===== config.mk =====
export PLATFORM = sky130hd
export DESIGN_NAME = dispatch_scheduler_flat
export DESIGN_NICKNAME = d
export VERILOG_FILES = /design/src/rtl/dispatch_scheduler_pkg.sv /design/src/rtl/dispatch_scheduler_if.sv /design/src/rtl/dispatch_scheduler_reg_scoreboard.sv /design/src/rtl/dispatch_scheduler.sv /design/src/flat_wrapper.sv
export SDC_FILE = /design/constraint.sdc
export NUM_CORES = 1
export LEC_CHECK = 0
export BUFFER_PORTS_ARGS = -buffer_cell sky130_fd_sc_hd__clkbuf_2
export CAP_MARGIN = 10
export CORE_MARGIN = 8
export CORE_UTILIZATION = 25
export CTS_CLUSTER_DIAMETER = 200
export DETAILED_ROUTE_END_ITERATION = 6
export GPL_ROUTABILITY_DRIVEN = 1
export MAX_ROUTING_LAYER = met4
export PLACE_DENSITY = 0.45
export SLEW_MARGIN = 15
export SYNTH_ARGS = -nofsm -noshare
export SYNTH_HDL_FRONTEND = slang
export SYNTH_SLANG_ARGS = --single-unit
export TNS_END_PERCENT = 20

===== constraint.sdc =====
create_clock -name clk -period 3.78 [get_ports clk]
set_clock_uncertainty 0.2 [all_clocks]
set_input_delay 0.567 -clock clk [delete_from_list [all_inputs] [get_ports clk]]
set_output_delay 0.567 -clock clk [all_outputs]
set_load 0.03 [all_outputs]

===== src/rtl/dispatch_scheduler_pkg.sv =====
// dispatch_pkg: shared defaults and encodings for the dispatch scheduler.
//   NUM_REGS_DEF / REG_W_DEF : default scoreboard size and register index width
//   state_e                  : issue controller states
//   unit_e                   : execution unit select (ALU / memory)
package dispatch_pkg;

   localparam int NUM_REGS_DEF = 32;
   localparam int REG_W_DEF    = 5;

   typedef enum logic [1:0] {
      RUN     = 2'd0,
      DRAIN   = 2'd1,
      DRAINED = 2'd2
   } state_e;

   typedef enum logic {
      UNIT_ALU = 1'b0,
      UNIT_MEM = 1'b1
   } unit_e;

   function automatic unit_e unit_sel(input logic has_address);
      return has_address ? UNIT_MEM : UNIT_ALU;
   endfunction

endpackage


===== src/rtl/dispatch_scheduler_if.sv =====
// dispatch_scheduler_if: bundles the queue-head, unit handshake, issue payload,
// writeback, drain and stall-counter signals of the dispatch scheduler.
//   master : scheduler side (drives pop/issue/drained/stall_cycles)
//   slave  : environment side (queue, execution units, writeback, control)
interface dispatch_scheduler_if #(
   parameter int REG_W       = 5,
   parameter int STALL_CNT_W = 16
);
   logic                   iq_valid;
   logic [3:0]             MajorOpcode_in;
   logic [REG_W-1:0]       Source1_in;
   logic [REG_W-1:0]       Source2_in;
   logic [REG_W-1:0]       Destination_in;
   logic                   HasAddress_in;
   logic                   iq_pop;
   logic                   iq_stall;
   logic                   alu_ready;
   logic                   mem_ready;
   logic                   alu_issue;
   logic                   mem_issue;
   logic [3:0]             issue_op;
   logic [REG_W-1:0]       issue_dest;
   logic                   wb_alu_valid;
   logic                   wb_mem_valid;
   logic [REG_W-1:0]       wb_alu_dest;
   logic [REG_W-1:0]       wb_mem_dest;
   logic                   drain_req;
   logic                   drained;
   logic [STALL_CNT_W-1:0] stall_cycles;

   modport master (
      input  iq_valid, MajorOpcode_in, Source1_in, Source2_in, Destination_in,
             HasAddress_in, alu_ready, mem_ready, wb_alu_valid, wb_mem_valid,
             wb_alu_dest, wb_mem_dest, drain_req,
      output iq_pop, iq_stall, alu_issue, mem_issue, issue_op, issue_dest,
             drained, stall_cycles
   );

   modport slave (
      output iq_valid, MajorOpcode_in, Source1_in, Source2_in, Destination_in,
             HasAddress_in, alu_ready, mem_ready, wb_alu_valid, wb_mem_valid,
             wb_alu_dest, wb_mem_dest, drain_req,
      input  iq_pop, iq_stall, alu_issue, mem_issue, issue_op, issue_dest,
             drained, stall_cycles
   );
endinterface


===== src/rtl/dispatch_scheduler_reg_scoreboard.sv =====
// reg_scoreboard: per-register busy bits with one set port and two clear ports.
//   clk, reset          : clock, synchronous active-high reset
//   set_en_i/set_idx_i  : mark a destination busy (register 0 is ignored)
//   clr*_en_i/clr*_idx_i: writeback clears (ALU and memory)
//   rd*_idx_i/rd*_busy_o: busy lookup with this cycle's clears already applied
//   busy_next_o         : busy vector as it will be after this edge
module reg_scoreboard #(
   parameter int NUM_REGS = 32,
   parameter int REG_W    = 5
) (
   input  logic                clk,
   input  logic                reset,
   input  logic                set_en_i,
   input  logic [REG_W-1:0]    set_idx_i,
   input  logic                clr0_en_i,
   input  logic [REG_W-1:0]    clr0_idx_i,
   input  logic                clr1_en_i,
   input  logic [REG_W-1:0]    clr1_idx_i,
   input  logic [REG_W-1:0]    rd0_idx_i,
   input  logic [REG_W-1:0]    rd1_idx_i,
   input  logic [REG_W-1:0]    rd2_idx_i,
   output logic                rd0_busy_o,
   output logic                rd1_busy_o,
   output logic                rd2_busy_o,
   output logic [NUM_REGS-1:0] busy_next_o
);

   logic [NUM_REGS-1:0] busy_q;
   logic [NUM_REGS-1:0] busy_d;
   logic [NUM_REGS-1:0] busy_eff;
   logic [NUM_REGS-1:0] set_mask;
   logic [NUM_REGS-1:0] clr_mask;

   always_comb begin
      set_mask = '0;
      clr_mask = '0;
      for (int i = 1; i < NUM_REGS; i++) begin
         set_mask[i] = set_en_i && (set_idx_i == REG_W'(i));
         clr_mask[i] = (clr0_en_i && (clr0_idx_i == REG_W'(i))) ||
                       (clr1_en_i && (clr1_idx_i == REG_W'(i)));
      end
      // Clears bypass into the read; a same-cycle set overrides its clear.
      busy_eff    = busy_q & ~clr_mask;
      busy_d      = busy_eff | set_mask;
      busy_d[0]   = 1'b0;
      busy_next_o = busy_d;
      rd0_busy_o  = busy_eff[rd0_idx_i];
      rd1_busy_o  = busy_eff[rd1_idx_i];
      rd2_busy_o  = busy_eff[rd2_idx_i];
   end

   always_ff @(posedge clk) begin
      if (reset) busy_q <= '0;
      else       busy_q <= busy_d;
   end

endmodule


===== src/rtl/dispatch_scheduler.sv =====
// dispatch_scheduler: issues the instruction-queue head to the ALU or memory
// unit once it is hazard-free and the unit is ready, with a drain sequence and
// a saturating stall-cycle counter.
//   clk, reset : clock, synchronous active-high reset
//   bus        : dispatch_scheduler_if.master (queue head, unit ready/issue,
//                writebacks, drain_req/drained, stall_cycles)
//
//   state   | meaning
//   --------+------------------------------------------------------------
//   RUN     | normal issue
//   DRAIN   | issue stopped, waiting for outstanding writebacks
//   DRAINED | idle with empty scoreboard, drained asserted
module dispatch_scheduler
   import dispatch_pkg::*;
#(
   parameter int NUM_REGS    = NUM_REGS_DEF,
   parameter int REG_W       = REG_W_DEF,
   parameter int STALL_CNT_W = 16
) (
   input logic                 clk,
   input logic                 reset,
   dispatch_scheduler_if.master bus
);

   state_e                 state_q, state_d;
   logic                   alu_issue_q, alu_issue_d;
   logic                   mem_issue_q, mem_issue_d;
   logic [3:0]             issue_op_q, issue_op_d;
   logic [REG_W-1:0]       issue_dest_q, issue_dest_d;
   logic                   drained_q, drained_d;
   logic [STALL_CNT_W-1:0] stall_q, stall_d;

   logic                   pop;
   logic                   hazard;
   logic                   unit_ok;
   logic                   rd0_busy, rd1_busy, rd2_busy;
   logic [NUM_REGS-1:0]    busy_next;

   reg_scoreboard #(
      .NUM_REGS (NUM_REGS),
      .REG_W    (REG_W)
   ) u_sb (
      .clk         (clk),
      .reset       (reset),
      .set_en_i    (pop),
      .set_idx_i   (bus.Destination_in),
      .clr0_en_i   (bus.wb_alu_valid),
      .clr0_idx_i  (bus.wb_alu_dest),
      .clr1_en_i   (bus.wb_mem_valid),
      .clr1_idx_i  (bus.wb_mem_dest),
      .rd0_idx_i   (bus.Source1_in),
      .rd1_idx_i   (bus.Source2_in),
      .rd2_idx_i   (bus.Destination_in),
      .rd0_busy_o  (rd0_busy),
      .rd1_busy_o  (rd1_busy),
      .rd2_busy_o  (rd2_busy),
      .busy_next_o (busy_next)
   );

   always_comb begin
      hazard  = rd0_busy | rd1_busy | rd2_busy;
      unit_ok = bus.HasAddress_in ? bus.mem_ready : bus.alu_ready;
      // A drain request blocks the pop in the very cycle it arrives.
      pop     = (state_q == RUN) & ~bus.drain_req & bus.iq_valid & ~hazard & unit_ok;
   end

   always_comb begin
      state_d      = state_q;
      alu_issue_d  = 1'b0;
      mem_issue_d  = 1'b0;
      issue_op_d   = issue_op_q;
      issue_dest_d = issue_dest_q;
      stall_d      = stall_q;

      if (pop) begin
         alu_issue_d  = (unit_sel(bus.HasAddress_in) == UNIT_ALU);
         mem_issue_d  = (unit_sel(bus.HasAddress_in) == UNIT_MEM);
         issue_op_d   = bus.MajorOpcode_in;
         issue_dest_d = bus.Destination_in;
      end

      if ((state_q == RUN) && bus.iq_valid && !pop && (stall_q != '1)) begin
         stall_d = stall_q + 1'b1;
      end

      unique case (state_q)
         RUN: begin
            if (bus.drain_req) state_d = DRAIN;
         end
         DRAIN: begin
            if (!bus.drain_req) begin
               state_d = RUN;
            end else if ((busy_next == '0) && !alu_issue_q && !mem_issue_q) begin
               state_d = DRAINED;
            end
         end
         DRAINED: begin
            if (!bus.drain_req) state_d = RUN;
         end
         default: state_d = RUN;
      endcase

      drained_d = (state_d == DRAINED);
   end

   always_ff @(posedge clk) begin
      if (reset) begin
         state_q      <= RUN;
         alu_issue_q  <= 1'b0;
         mem_issue_q  <= 1'b0;
         issue_op_q   <= '0;
         issue_dest_q <= '0;
         drained_q    <= 1'b0;
         stall_q      <= '0;
      end else begin
         state_q      <= state_d;
         alu_issue_q  <= alu_issue_d;
         mem_issue_q  <= mem_issue_d;
         issue_op_q   <= issue_op_d;
         issue_dest_q <= issue_dest_d;
         drained_q    <= drained_d;
         stall_q      <= stall_d;
      end
   end

   assign bus.iq_pop       = pop;
   assign bus.iq_stall     = ~pop;
   assign bus.alu_issue    = alu_issue_q;
   assign bus.mem_issue    = mem_issue_q;
   assign bus.issue_op     = issue_op_q;
   assign bus.issue_dest   = issue_dest_q;
   assign bus.drained      = drained_q;
   assign bus.stall_cycles = stall_q;

endmodule


===== src/flat_wrapper.sv =====
// flat-port wrapper written by rule: the top's interface ports become plain ports
module dispatch_scheduler_flat import dispatch_pkg::*;
#(
   parameter int NUM_REGS    = NUM_REGS_DEF,
   parameter int REG_W       = REG_W_DEF,
   parameter int STALL_CNT_W = 16
)
  (clk, reset, bus_iq_valid, bus_MajorOpcode_in, bus_Source1_in, bus_Source2_in, bus_Destination_in, bus_HasAddress_in, bus_alu_ready, bus_mem_ready, bus_wb_alu_valid, bus_wb_mem_valid, bus_wb_alu_dest, bus_wb_mem_dest, bus_drain_req, bus_iq_pop, bus_iq_stall, bus_alu_issue, bus_mem_issue, bus_issue_op, bus_issue_dest, bus_drained, bus_stall_cycles);
  dispatch_scheduler_if #(.REG_W(REG_W), .STALL_CNT_W(STALL_CNT_W)) bus_i ();
  input logic clk;
  input logic reset;
  input wire logic [$bits(bus_i.iq_valid)-1:0] bus_iq_valid;
  input wire logic [$bits(bus_i.MajorOpcode_in)-1:0] bus_MajorOpcode_in;
  input wire logic [$bits(bus_i.Source1_in)-1:0] bus_Source1_in;
  input wire logic [$bits(bus_i.Source2_in)-1:0] bus_Source2_in;
  input wire logic [$bits(bus_i.Destination_in)-1:0] bus_Destination_in;
  input wire logic [$bits(bus_i.HasAddress_in)-1:0] bus_HasAddress_in;
  input wire logic [$bits(bus_i.alu_ready)-1:0] bus_alu_ready;
  input wire logic [$bits(bus_i.mem_ready)-1:0] bus_mem_ready;
  input wire logic [$bits(bus_i.wb_alu_valid)-1:0] bus_wb_alu_valid;
  input wire logic [$bits(bus_i.wb_mem_valid)-1:0] bus_wb_mem_valid;
  input wire logic [$bits(bus_i.wb_alu_dest)-1:0] bus_wb_alu_dest;
  input wire logic [$bits(bus_i.wb_mem_dest)-1:0] bus_wb_mem_dest;
  input wire logic [$bits(bus_i.drain_req)-1:0] bus_drain_req;
  output wire logic [$bits(bus_i.iq_pop)-1:0] bus_iq_pop;
  output wire logic [$bits(bus_i.iq_stall)-1:0] bus_iq_stall;
  output wire logic [$bits(bus_i.alu_issue)-1:0] bus_alu_issue;
  output wire logic [$bits(bus_i.mem_issue)-1:0] bus_mem_issue;
  output wire logic [$bits(bus_i.issue_op)-1:0] bus_issue_op;
  output wire logic [$bits(bus_i.issue_dest)-1:0] bus_issue_dest;
  output wire logic [$bits(bus_i.drained)-1:0] bus_drained;
  output wire logic [$bits(bus_i.stall_cycles)-1:0] bus_stall_cycles;
  assign bus_i.iq_valid = bus_iq_valid;
  assign bus_i.MajorOpcode_in = bus_MajorOpcode_in;
  assign bus_i.Source1_in = bus_Source1_in;
  assign bus_i.Source2_in = bus_Source2_in;
  assign bus_i.Destination_in = bus_Destination_in;
  assign bus_i.HasAddress_in = bus_HasAddress_in;
  assign bus_i.alu_ready = bus_alu_ready;
  assign bus_i.mem_ready = bus_mem_ready;
  assign bus_i.wb_alu_valid = bus_wb_alu_valid;
  assign bus_i.wb_mem_valid = bus_wb_mem_valid;
  assign bus_i.wb_alu_dest = bus_wb_alu_dest;
  assign bus_i.wb_mem_dest = bus_wb_mem_dest;
  assign bus_i.drain_req = bus_drain_req;
  assign bus_iq_pop = bus_i.iq_pop;
  assign bus_iq_stall = bus_i.iq_stall;
  assign bus_alu_issue = bus_i.alu_issue;
  assign bus_mem_issue = bus_i.mem_issue;
  assign bus_issue_op = bus_i.issue_op;
  assign bus_issue_dest = bus_i.issue_dest;
  assign bus_drained = bus_i.drained;
  assign bus_stall_cycles = bus_i.stall_cycles;
  dispatch_scheduler #(.NUM_REGS(NUM_REGS), .REG_W(REG_W), .STALL_CNT_W(STALL_CNT_W)) u_core (.clk(clk), .reset(reset), .bus(bus_i));
endmodule

After elaboration in Yosys (flattened, before gate mapping)
Index checks and enable logic that the tools add are counted.
{"block": "word_totals", "wordCells": 271, "ff_bits": 62, "input_bits": 38, "output_inout_bits": 30}
{"block": "op_classes", "n_lt_le_gt_ge": 3, "eq_ne": 97, "bitwise_logic": 13, "mux": 13, "add_sub_neg": 1, "reduce_logical": 135}
{"operator": "5-bit == test (second input constant)", "count": 48}
{"operator": "5-bit by 4-bit == test with 1-bit output (second input constant)", "count": 24}
{"operator": "1-bit logical AND", "count": 98}
{"operator": "5-bit by 3-bit == test with 1-bit output (second input constant)", "count": 12}
{"operator": "32-bit AND", "count": 1}
{"operator": "32-bit zero test", "count": 1}
{"operator": "32-bit NOT", "count": 1}
{"operator": "32-bit bitwise OR", "count": 1}
{"operator": "1-bit logical OR", "count": 31}
{"operator": "5-bit by 2-bit == test with 1-bit output (second input constant)", "count": 6}
{"operator": "5-bit by 6-bit < comparator with 1-bit output (second input constant)", "count": 3}
{"operator": "16-bit by 1-bit adder with 16-bit output (second input constant)", "count": 1}
{"operator": "16-bit inequality test (second input constant)", "count": 1}
{"operator": "1-bit binary-select mux with 5-bit select", "count": 3}
{"operator": "5-bit by 1-bit == test with 1-bit output (second input constant)", "count": 3}
{"operator": "2-bit 2-to-1 mux", "count": 4}
{"operator": "2-bit case mux with 3 select lines", "count": 1}
{"operator": "1-bit 2-to-1 mux", "count": 5}
{"operator": "1-bit AND", "count": 4}
{"operator": "2-bit == test (second input constant)", "count": 2}
{"operator": "1-bit NOT", "count": 4}
{"operator": "1-bit zero test", "count": 3}
{"operator": "2-bit by 1-bit == test with 1-bit output (second input constant)", "count": 1}
{"operator": "2-bit zero test", "count": 1}
{"operator": "other kinds (2)", "count": 3}

Logic depth before layout (Yosys ltp)
{"block": "depth", "depth_word": 21, "mapped_depth": 14, "ltp_nobuf": 9}

Hierarchy
A second synthesis with hierarchy kept.
{"block": "unflattened", "cells_unflattened": 490, "hier_area_um2": 4097.7}
{"mod": "reg_scoreboard", "seq_area_each_um2": 620.6, "area_each_um2": 2636.3, "cells_each": 327, "instances": 1}
{"mod": "dispatch_scheduler", "seq_area_each_um2": 600.6, "area_each_um2": 1461.4, "cells_each": 163, "instances": 1}

Worst setup path after synthesis
OpenSTA, ideal clock, no wires.
{"block": "synth_path", "kind": "in2out", "from": "input bus_wb_alu_dest[1]", "to": "output bus_iq_pop", "t_required_ns": 3.013, "arrival_time_ns": 3.023, "path_stages": 9, "n_path_buf": 1, "path_slack_ns": -0.010, "path_cell_list": "buf_2 or4b_4 o221ai_2 o22ai_1 a211o_1 nand2b_1 nor3b_1 nand4_1 inv_1"}
{"block": "synth_via", "elab_chain_len": 12, "elab_cells_between_ends": 106, "cone_classes": "31 x eq/ne; 6 x mux; 7 x bitwise; 62 x reduce/logical"}
{"item": "from (decl)", "line_no": "flat_wrapper.sv:22", "source": "input wire logic [$bits(bus_i.wb_alu_dest)-1:0] bus_wb_alu_dest;"}
{"item": "5-bit by 1-bit == test with 1-bit output, or another cell as far along", "line_no": "dispatch_scheduler_reg_scoreboard.sv:39", "source": "clr_mask[i] = (clr0_en_i && (clr0_idx_i == REG_W'(i))) ||"}
{"item": "1-bit logical AND", "line_no": "dispatch_scheduler_reg_scoreboard.sv:39"}
{"item": "1-bit logical OR", "line_no": "dispatch_scheduler_reg_scoreboard.sv:39"}
{"item": "32-bit NOT *", "line_no": "dispatch_scheduler_reg_scoreboard.sv:43", "source": "busy_eff = busy_q & ~clr_mask;"}
{"item": "32-bit AND *", "line_no": "dispatch_scheduler_reg_scoreboard.sv:43"}
{"item": "1-bit binary-select mux with 5-bit select, on equally long branches", "line_no": "dispatch_scheduler_reg_scoreboard.sv:47, dispatch_scheduler_reg_scoreboard.sv:48"}
{"item": "1-bit 2-to-1 mux, on equally long branches", "line_no": "dispatch_scheduler_reg_scoreboard.sv:47, dispatch_scheduler_reg_scoreboard.sv:48"}
{"item": "1-bit bitwise OR", "line_no": "dispatch_scheduler.sv:61", "source": "hazard = rd0_busy | rd1_busy | rd2_busy;"}
{"item": "1-bit bitwise OR *", "line_no": "dispatch_scheduler.sv:61"}
{"item": "1-bit NOT *", "line_no": "dispatch_scheduler.sv:64", "source": "pop = (state_q == RUN) & ~bus.drain_req & bus.iq_valid & ~hazard & unit_ok;"}
{"item": "1-bit AND * (2 in series)", "line_no": "dispatch_scheduler.sv:64"}
{"item": "to (decl)", "line_no": "flat_wrapper.sv:25", "source": "output wire logic [$bits(bus_i.iq_pop)-1:0] bus_iq_pop;"}
Mark *: on every way between the ends. The rest lies on a longest branch, timed or not. The select of a mux whose other input is x is not followed.

Final worst setup path
Same ends and word-level chain as after synthesis.

==> reports/results.ini <==
[outcome]
status = completed

[clocking]
h-tree-depth = 3
clock_latency_ns = 0.34
clockBufferDepth = 2
cts_tree = yes
numCtsBuffers = 9
cts_hold_buf = 0
clock-sinks = 61
cts_root_buf = clkbuf_16
cts.clk_slew.worst_paths_ns = 0.05

[layout]
final_net_count = 681
fill_cells = 1688
drive_above_1_share_pct = 32.9
diodes = 0
mostFrequentLayoutCells = 90 x buf_4, 64 x clkbuf_2, 61 x dfxtp_1
utilization_pct = 35.8
fin_cells = 863
final_common_cell = buf_4
area_growth_syn_to_layout_pct = 40.2

[worst_setup_path]
cp.required_ns = 3.01
crit_path_start_kind = primary input
critPathMaxFanout = 5
crit_path_end_kind = output port
rr_startpoint = u_core.u_sb.busy_q[26]
r2r_slack_ns = 0.66
arrival_ns = 2.95
r2r_end = u_core.bus.stall_cycles[8]
path_class = in2out
r2r_cells = 9

[sta]
post-route-min-period_ns = 3.72
setup_slack_ns = 0.0580
slew_headroom_pct = 64.9
setup_violations = 0
clock.fmax_mhz = 269
tightest_slew_ns = 0.527
hold_viol_final = 0
rsz0062_at_grt = yes
drv_slew = 0
hold_ws_ns = 0.267
fin_crit_sh_pct = 98.5

[synth]
synth_fp_nets = 549
yosys-top-cells-area = dfxtp_1 30%, nand4_1 6.2%, mux2i_1 5.7%
ys_seq_elements = 61
synth-xor-area-share_pct = 0
synth_top_family_by_area = simple AND/OR/NAND/NOR gates
yosysTopAreaCell = dfxtp_1
async_reset_ff_share_pct = 0
synth_cell_types = 61
synthAdderAreaFrac_pct = 0.308
muxShareOfSynthArea_pct = 8.17
synth_top_flop_cell = dfxtp_1
seq_area_frac_synth_pct = 30.1
synth_edf_count = 0
postSynthCellCount = 510
synth-simple-area-share_pct = 32.8
synth_compound_area_share_pct = 23.4
synth_area_um2 = 4060
netlist.area_leader.share_pct = 30.1
yosys_warnings = 0
avgSynthCellArea_um2 = 7.96

[route]
vias = 4847
wire_per_inst_um = 19.9
drc_errors = 0
first_pass_iters = 4
wirelength_mm = 17.2
drt_iter0_drc = 506
ant_nets = 0
via_per_inst = 5.62

[power_and_ir_drop]
p_total_mw = 1.74
p_leak_nw = 2.09
p_per_area_nw_per_um2 = 306
ir_worst_vdd_uv = 200

[die]
io_pins = 68
start_util_pct = 25.6
dieWidth_um = 143
core_um2 = 15900
rows = 46
dieHeight_um = 143
die_area_um2 = 20600

[global_route]
grt_max_degree = 44
antenna_found_initial = 0
grt_pass1_vias = 4582
grt-ovfl-total = 0
grt_pass1_wl_mm = 26.4
grt_usage_pct = 17.2

[placement]
dp.cells = 842
io_buffers = 67
dp_slack_ns = -0.205
gp_congestion = 1.02
hpwlAfterDp_mm = 12.8

[hold_path]
hold_path.startpoint = bus_HasAddress_in
hold_depth = 2
min_path_type = in2reg
min_to = u_core.bus.alu_issue

[flow_run]
max-cap-violations = 0

## flip-flops by register name (all words and copies together), names as in the netlist
register and flops:
u_core.u_sb.busy_q 31, u_core.bus.stall_cycles 16, u_core.bus.issue_dest 5, u_core.bus.issue_op 4, u_core.state_q 2, u_core.bus.alu_issue 1
u_core.bus.drained 1, u_core.bus.mem_issue 1
## cells in the mapped netlist (2+ instances only)
master,count
dfxtp_1,61
nor2_1,45
a21oi_1,42
nand4_1,40
nand2_1,34
nand3_1,31
o221ai_1,25
clkbuf_1,24
mux2i_1,23
nor3_1,14
buf_2,12
nand2b_1,11
o22ai_1,11
o21ai_0,10
and3_1,9
nor2b_1,9
inv_1,8
o221ai_2,7
or4_1,7
nand4b_1,6
nand4bb_1,6
o31ai_1,6
nor3b_1,5
a211oi_1,4
mux2_2,4
o41ai_1,4
or2_2,4
nand3b_1,3
nor4b_1,3
o311ai_0,3
or3_1,3
buf_1,2
buf_4,2
mux4_2,2
nor4_1,2
o211ai_1,2
o22a_1,2
## layer usage
layer / GRT usage (%) / share of wire (%)
met4: 8.47 / 3.8
met1: 22.1 / 44
met2: 25.7 / 44
met5: - / 0
met3: 3.09 / 8.0
## worst max path at each step
stage               depth (start not counted)          startpoint                    endpoint
finish                                     14  bus_wb_alu_dest[1]                  bus_iq_pop
global route                               14  bus_wb_alu_dest[1]                  bus_iq_pop
CTS                                        12  bus_wb_alu_dest[0]                  bus_iq_pop
detailed placement                         10  bus_wb_alu_dest[0]  u_core.bus.stall_cycles[7]
global placement                           10  bus_wb_alu_dest[0]  u_core.bus.stall_cycles[7]
floorplan                                   9  bus_wb_alu_dest[1]                  bus_iq_pop
## area by class of cell
| class | count | area, um2 | share of cell area (%) |
|---|---|---|---|
| Clock buffer | 12 | 246 | 4.33 |
| Clock inverter | 4 | 47.5 | 0.835 |
| Inverter | 8 | 32.5 | 0.571 |
| Multi-Input combinational cell | 400 | 2770 | 48.6 |
| Sequential cell | 61 | 1220 | 21.5 |
| Tap cell | 216 | 270 | 4.75 |
| Timing Repair Buffer | 162 | 1110 | 19.5 |
## stage by stage
step | TNS [ns] | area, um2
floorplan | 0 | 4060
global placement | -6.89 | 5200
detailed placement | -7.78 | 5200
CTS | 0 | 5550
global route | -0.0711 | 5690
finish | 0 | 5690
## power by group
| part | internal [mW] | switching (mW) |
|---|---|---|
| clock | 0.526 | 0.305 |
| sequential | 0.650 | 0.00513 |
| combinational | 0.0953 | 0.163 |
## timing repair
| item | in CTS | in global routing |
|---|---|---|
| endpoints found under the setup margin | 2 | 2 |
| hold endpoints to repair | 0 | 0 |
| resized for setup | 8 | 24 |
| buffers inserted | 0 | 5 |
| pin swaps | 0 | 8 |
## cell families (layout without fill, tap and decap cells)
| family | Yosys count | after routing |
|---|---|---|
| compound gates | 130 | 130 |
| fa+ha+maj | 1 | 1 |
| buf+inv | 49 | 186 |
| flops | 61 | 61 |
| mux | 30 | 30 |
| simple gates | 239 | 239 |
## worst max-delay path: stages
cell and delay (ns):
clkbuf_2 0.12, buf_4 0.15, nand4b_1 0.31, buf_4 0.23
o221ai_2 0.26, buf_4 0.20, mux4_2 0.25, nor3b_2 0.05
o41ai_2 0.21, buf_4 0.16, nand4_1 0.10, buf_4 0.17
inv_4 0.05, buf_6 0.12
(Power assumes the default switching activity.)
